[src/rtl/mdu_ctrl.sv]
// Multiply/divide unit controller with architectural HI/LO registers.
// Iterative shift-add multiply and restoring divide on operand magnitudes,
// with a one-cycle sign-fix stage before HI/LO are committed.
//
//   state | meaning
//   ------+-------------------------------------------------------------
//   IDLE  | ready for a new op; MTHI/MTLO/MFHI/MFLO complete here
//   MUL   | 32 shift-add iterations on magnitudes (cnt 0..31)
//   DIV   | 32 restoring-division iterations on magnitudes (cnt 0..31)
//   FIX   | apply result signs, commit HI/LO at the end of the cycle
module mdu_ctrl (
  input  logic        clk,
  input  logic        rst_n,
  input  logic        op_valid,
  input  logic [7:0]  op,
  input  logic [31:0] src_a,
  input  logic [31:0] src_b,
  input  logic        flush,
  output logic        op_ready,
  output logic        busy,
  output logic        done,
  output logic [31:0] rdata,
  output logic [31:0] hi_out,
  output logic [31:0] lo_out
);

  typedef enum logic [1:0] {
    S_IDLE = 2'd0,
    S_MUL  = 2'd1,
    S_DIV  = 2'd2,
    S_FIX  = 2'd3
  } state_t;

  state_t      state_q, state_d;
  logic [4:0]  cnt_q, cnt_d;
  // MUL: {partial product, remaining multiplier}; DIV: {remainder, dividend/quotient}
  logic [63:0] acc_q, acc_d;
  // MUL: multiplicand magnitude; DIV: divisor magnitude
  logic [31:0] m_q, m_d;
  logic        is_div_q, is_div_d;
  logic        neg_res_q, neg_res_d;
  logic        a_neg_q, a_neg_d;
  logic        divz_q, divz_d;
  logic [31:0] hi_q, hi_d;
  logic [31:0] lo_q, lo_d;
  logic        done_q, done_d;

  logic        op_onehot;
  logic        accept;
  logic        signed_op;
  logic        a_neg_in, b_neg_in;
  logic [31:0] mag_a, mag_b;
  logic [32:0] mul_sum;
  logic [32:0] div_shift;
  logic [32:0] div_sub;
  logic        div_ge;
  logic [63:0] prod_fix;
  logic [31:0] quo_fix, rem_fix;

  assign op_onehot = (op != 8'd0) && ((op & (op - 8'd1)) == 8'd0);
  assign op_ready  = (state_q == S_IDLE);
  assign busy      = ~op_ready;
  assign accept    = op_valid & op_ready & ~flush & op_onehot;
  assign done      = done_q;
  assign hi_out    = hi_q;
  assign lo_out    = lo_q;

  assign signed_op = op[0] | op[2];
  assign a_neg_in  = signed_op & src_a[31];
  assign b_neg_in  = signed_op & src_b[31];
  assign mag_a     = a_neg_in ? (32'd0 - src_a) : src_a;
  assign mag_b     = b_neg_in ? (32'd0 - src_b) : src_b;

  assign mul_sum   = {1'b0, acc_q[63:32]} + (acc_q[0] ? {1'b0, m_q} : 33'd0);
  assign div_shift = {acc_q[63:32], acc_q[31]};
  assign div_ge    = (div_shift >= {1'b0, m_q});
  assign div_sub   = div_shift - {1'b0, m_q};

  // A zero divisor leaves the dividend magnitude in the remainder, so the
  // sign-restored remainder already equals the original src_a.
  assign prod_fix  = neg_res_q ? (64'd0 - acc_q) : acc_q;
  assign quo_fix   = neg_res_q ? (32'd0 - acc_q[31:0]) : acc_q[31:0];
  assign rem_fix   = a_neg_q ? (32'd0 - acc_q[63:32]) : acc_q[63:32];

  // Zero-latency HI/LO read, only while the read op is actually accepted.
  always_comb begin
    rdata = 32'd0;
    if (accept && op[4]) rdata = hi_q;
    else if (accept && op[5]) rdata = lo_q;
  end

  // Next-state and datapath update for the sequencer.
  always_comb begin
    state_d   = state_q;
    cnt_d     = cnt_q;
    acc_d     = acc_q;
    m_d       = m_q;
    is_div_d  = is_div_q;
    neg_res_d = neg_res_q;
    a_neg_d   = a_neg_q;
    divz_d    = divz_q;
    hi_d      = hi_q;
    lo_d      = lo_q;
    done_d    = 1'b0;

    case (state_q)
      S_IDLE: begin
        if (accept) begin
          if (op[0] || op[1]) begin
            state_d   = S_MUL;
            cnt_d     = 5'd0;
            acc_d     = {32'd0, mag_b};
            m_d       = mag_a;
            is_div_d  = 1'b0;
            neg_res_d = a_neg_in ^ b_neg_in;
            a_neg_d   = a_neg_in;
            divz_d    = 1'b0;
          end else if (op[2] || op[3]) begin
            state_d   = S_DIV;
            cnt_d     = 5'd0;
            acc_d     = {32'd0, mag_a};
            m_d       = mag_b;
            is_div_d  = 1'b1;
            neg_res_d = a_neg_in ^ b_neg_in;
            a_neg_d   = a_neg_in;
            divz_d    = (src_b == 32'd0);
          end else if (op[6]) begin
            hi_d = src_a;
          end else if (op[7]) begin
            lo_d = src_a;
          end
        end
      end
      S_MUL: begin
        acc_d = {mul_sum, acc_q[31:1]};
        cnt_d = cnt_q + 5'd1;
        if (cnt_q == 5'd31) state_d = S_FIX;
      end
      S_DIV: begin
        acc_d = {(div_ge ? div_sub[31:0] : div_shift[31:0]), acc_q[30:0], div_ge};
        cnt_d = cnt_q + 5'd1;
        if (cnt_q == 5'd31) state_d = S_FIX;
      end
      S_FIX: begin
        state_d = S_IDLE;
        cnt_d   = 5'd0;
        done_d  = 1'b1;
        if (is_div_q) begin
          lo_d = divz_q ? 32'hFFFF_FFFF : quo_fix;
          hi_d = rem_fix;
        end else begin
          hi_d = prod_fix[63:32];
          lo_d = prod_fix[31:0];
        end
      end
      default: state_d = S_IDLE;
    endcase

    // Flush wins over everything, including the FIX-cycle commit.
    if (flush) begin
      state_d = S_IDLE;
      cnt_d   = 5'd0;
      hi_d    = hi_q;
      lo_d    = lo_q;
      done_d  = 1'b0;
    end
  end

  // State and datapath registers with synchronous active-low reset.
  always_ff @(posedge clk) begin
    if (!rst_n) begin
      state_q   <= S_IDLE;
      cnt_q     <= 5'd0;
      acc_q     <= 64'd0;
      m_q       <= 32'd0;
      is_div_q  <= 1'b0;
      neg_res_q <= 1'b0;
      a_neg_q   <= 1'b0;
      divz_q    <= 1'b0;
      hi_q      <= 32'd0;
      lo_q      <= 32'd0;
      done_q    <= 1'b0;
    end else begin
      state_q   <= state_d;
      cnt_q     <= cnt_d;
      acc_q     <= acc_d;
      m_q       <= m_d;
      is_div_q  <= is_div_d;
      neg_res_q <= neg_res_d;
      a_neg_q   <= a_neg_d;
      divz_q    <= divz_d;
      hi_q      <= hi_d;
      lo_q      <= lo_d;
      done_q    <= done_d;
    end
  end

endmodule

[config.mk]
export PLATFORM = sky130hd
export DESIGN_NAME = mdu_ctrl
export DESIGN_NICKNAME = d
export VERILOG_FILES = /design/src/rtl/mdu_ctrl.sv
export SDC_FILE = /design/constraint.sdc
export NUM_CORES = 1
export LEC_CHECK = 0
export ABC_CLOCK_PERIOD_IN_PS = 7200
export CAP_MARGIN = 30
export CORE_ASPECT_RATIO = 0.6
export CORE_MARGIN = 2
export CORE_UTILIZATION = 65
export DETAILED_ROUTE_END_ITERATION = 12
export DONT_BUFFER_PORTS = 1
export GPL_ROUTABILITY_DRIVEN = 0
export HOLD_SLACK_MARGIN = 0.05
export PLACE_DENSITY = 0.81
export REMOVE_ABC_BUFFERS = 1
export SLEW_MARGIN = 0
export SYNTH_ARGS = -nofsm -noshare
export SYNTH_HDL_FRONTEND = slang
export SYNTH_SLANG_ARGS = --single-unit
[constraint.sdc]
create_clock -name clk -period 7.2 [get_ports clk]
set_input_delay 1.08 -clock clk [delete_from_list [all_inputs] [get_ports clk]]
set_output_delay 1.08 -clock clk [all_outputs]
set_load 0.01 [all_outputs]
==> results.ini <==
[cts]
clockRootBuffer=clkbuf_16
postCtsResizedCells=0
cts_max_level=4
cts_buffer_depth=2
path_clk_slew_ps=70
cts_inserted_buffers=17
cts_tree=yes
hold_buffers=0
clock_sinks=172
cts_setup_buffers=0
clk_latency_ps=460

[timing]
hold_viol_final=0
fmax_ghz=0.227
fin_crit_ps=4410
finalClockSkew_ps=17.5
min_period_over_period_pct=61.2
fin_tns_setup_ps=0
slew_headroom_pct=30.5
rsz0062_at_grt=false
drv_slew=0
setup_viol=0
tightestPinTransition_ps=1040

[route]
vias=17000
antenna_left=0
drtIter0Drc=2869
drc=0
drt-total-wl_um=55500
first_pass_iters=7
viasPerCell=7.34
wl_per_cell_um=23.9

[floorplan]
die_area_um2=24600
pin_count=175
die_w_um=201
fp.dieH_um=122
design.core.area_um2=23000
initial_core_util_pct=65.9
placementRows=43

[logic_synthesis]
syn_inst=2091
ys_seq_area_share_pct=22.8
synthAdderAreaFrac_pct=6.53
syn_area_um2=15100
synth_top_family_by_area=compound AO/OA/AOI/OAI gates
synth_xor_area_share_pct=9.96
async_reset_ff_share_pct=0
avgSynthCellArea_um2=7.24
synth-simple-area-share_pct=21.4
synth.mux.area_fraction_pct=2.19
ys_warn_count=0
synthDistinctLibCells=81
synth_enable_flop_cells=0
synthFlopType=dfxtp_1
synth_seq_cells=172
synth_compound_area_share_pct=31.7

[critical_path]
crit_path_start_kind=register
path_max_fanout=22
rrSetupSlack_ps=2790
reg2reg_to=acc_q[37]
critPathKind=register to register
rr_worst_depth=10
endpoint_kind=register
arrival_ps=4700
worstPathRequired_ps=7500
r2r-start=acc_q[37]

[finish]
layout_common_cells=230 x nor2_1, 217 x nand2_1, 191 x a21oi_1
synthToLayoutAreaGrowth_pct=4.49
design_area_um2=15800
final_net_count=2148
num_antenna_cells=0
n_fill_cell=1966
final_common_cell=nor2_1
drive_above_1_share_pct=5.78

[min_path]
worstHoldPathCells=2
hold_path_end=m_q[11]
min-delay-start=m_q[11]
hold_path_class=register to register

[pwr]
p_sw_share_pct=28.2
power.share.combinational_pct=12.1
peakVddDrop_mv=0.159
power.leakage_nw=5.92
report.power.total_mw=2.13
power.density_nw_per_um2=134
p_int_mw=1.53
switching_power_uw=599
clkPwrFrac_pct=42.8
seq_power_share_pct=45.1

[run]
drv_cap=0

[grt]
grtUsageTotal_pct=43.4
antenna_found_initial=0
grt_pass1_wl_um=83700
grt_pass1_vias=15100
grt_max_degree=73
grt_overflow=0

[place]
hpwl_um=41500
io_buffers=0
dpl-instance-area_um2=15200

[outcome]
status=complete, no violations

==> area by class of cell <==
type | count | area [µm²] | share of cell area (%)
Tap cell | 315 | 394 | 2.49
Sequential cell | 172 | 3440 | 21.8
Clock inverter | 12 | 116 | 0.736
Clock buffer | 19 | 443 | 2.80
Inverter | 72 | 272 | 1.72
Multi-Input combinational cell | 1703 | 10900 | 69.0
Timing Repair Buffer | 29 | 235 | 1.49
==> cell families (layout without fill, tap and decap cells) <==
kind of cell | after synthesis | count (layout)
simple gates | 699 | 699
fa+ha+maj | 78 | 78
compound gates | 722 | 722
buf+inv | 216 | 132
mux | 32 | 32
flops | 172 | 172
xor+xnor | 172 | 172
==> synth_stat cells (6+ instances only) <==
cell type / count / area share (%)
a22oi_1: 37 / 1.8
mux2_2: 9 / 0.67
nor2b_1: 12 / 0.50
and3_1: 9 / 0.37
nand3_1: 54 / 1.8
buf_1: 8 / 0.20
mux2i_1: 23 / 1.5
xnor2_1: 99 / 5.7
or3_1: 22 / 0.91
o21ai_0: 150 / 5.0
nor4_1: 12 / 0.50
nand4_1: 21 / 0.87
ha_1: 75 / 6.2
a21o_1: 23 / 1.1
o21bai_1: 6 / 0.30
a2111oi_0: 7 / 0.41
o31ai_1: 31 / 1.5
dfxtp_1: 172 / 23
o211ai_1: 22 / 1.1
nor3b_1: 8 / 0.40
inv_1: 72 / 1.8
nand2_1: 217 / 5.4
nor2_1: 234 / 5.8
a21oi_1: 191 / 6.3
a211oi_1: 41 / 2.0
a31o_2: 9 / 0.52
o41ai_1: 13 / 0.75
o221ai_1: 33 / 1.9
a222oi_1: 7 / 0.46
or2_2: 15 / 0.62
a221o_1: 8 / 0.53
a221oi_1: 14 / 0.81
a31oi_1: 18 / 0.74
xor2_1: 73 / 4.2
clkbuf_1: 132 / 3.3
or4_1: 13 / 0.64
nand2b_1: 11 / 0.45
nor3_1: 45 / 1.5
o21a_1: 9 / 0.45
a22o_1: 42 / 2.4
==> flip-flops by register name (all words and copies together) (netlist names) <==
signal and count:
acc_q 64, state_q 2, divz_q 1, m_q 32, is_div_q 1, lo_out 32
a_neg_q 1, cnt_q 5, neg_res_q 1, done 1, hi_out 32
==> worst max path at each step <==
stage,start,end,slack [ps],cells past startpoint
after global routing,acc_q[0],acc_q[62],2660,13
after global placement,acc_q[0],acc_q[62],2810,12
after floorplan,op[4],acc_q[28],2070,8
final,acc_q[37],acc_q[37],2790,10
after CTS,acc_q[0],acc_q[62],3020,13
after detailed placement,op[2],acc_q[15],3020,11
==> power by group through the flow <==
stage,sequential (mW),clock [mW],combinational (mW)
2_1_floorplan,0.979,0,0.174
3_3_place_gp,0.980,0,0.237
3_5_place_dp,0.980,0,0.242
4_1_cts,0.959,0.900,0.243
5_1_grt,0.959,0.941,0.275
6_report,0.959,0.909,0.258
==> routing by layer <==
layer / up-vias / GRT usage [%] / wire (µm)
li1: 7521 / - / -
met4: 0 / 14.9 / 1860
met5: - / 0 / 0
met2: 1416 / 60.0 / 21900
met3: 183 / 18.4 / 9890
met1: 7912 / 59.8 / 21800
==> per-stage QoR <==
stage / setup WS (ps) / instances / util [%] / hold WS, ps
after floorplan: 2070 / 1947 / - / 432
after global placement: 2810 / 2289 / 66.2 / 442
after detailed placement: 3020 / 2290 / 66.4 / 443
after CTS: 3020 / 2321 / 68.8 / 452
after global routing: 2660 / 2322 / 68.8 / 466
final: 2790 / 2322 / 68.8 / 455
==> worst max-delay path, stage by stage, from the launching register on <==
cell	delay (ps)
dfxtp_1	630
ha_1	390
a21oi_1	340
o21ai_0	190
o21ai_0	750
a2111oi_2	230
nor2_2	610
buf_4	420
mux2_2	370
a22oi_1	190
o21ai_0	100
Note: power is estimated with default switching activity, not from simulation.
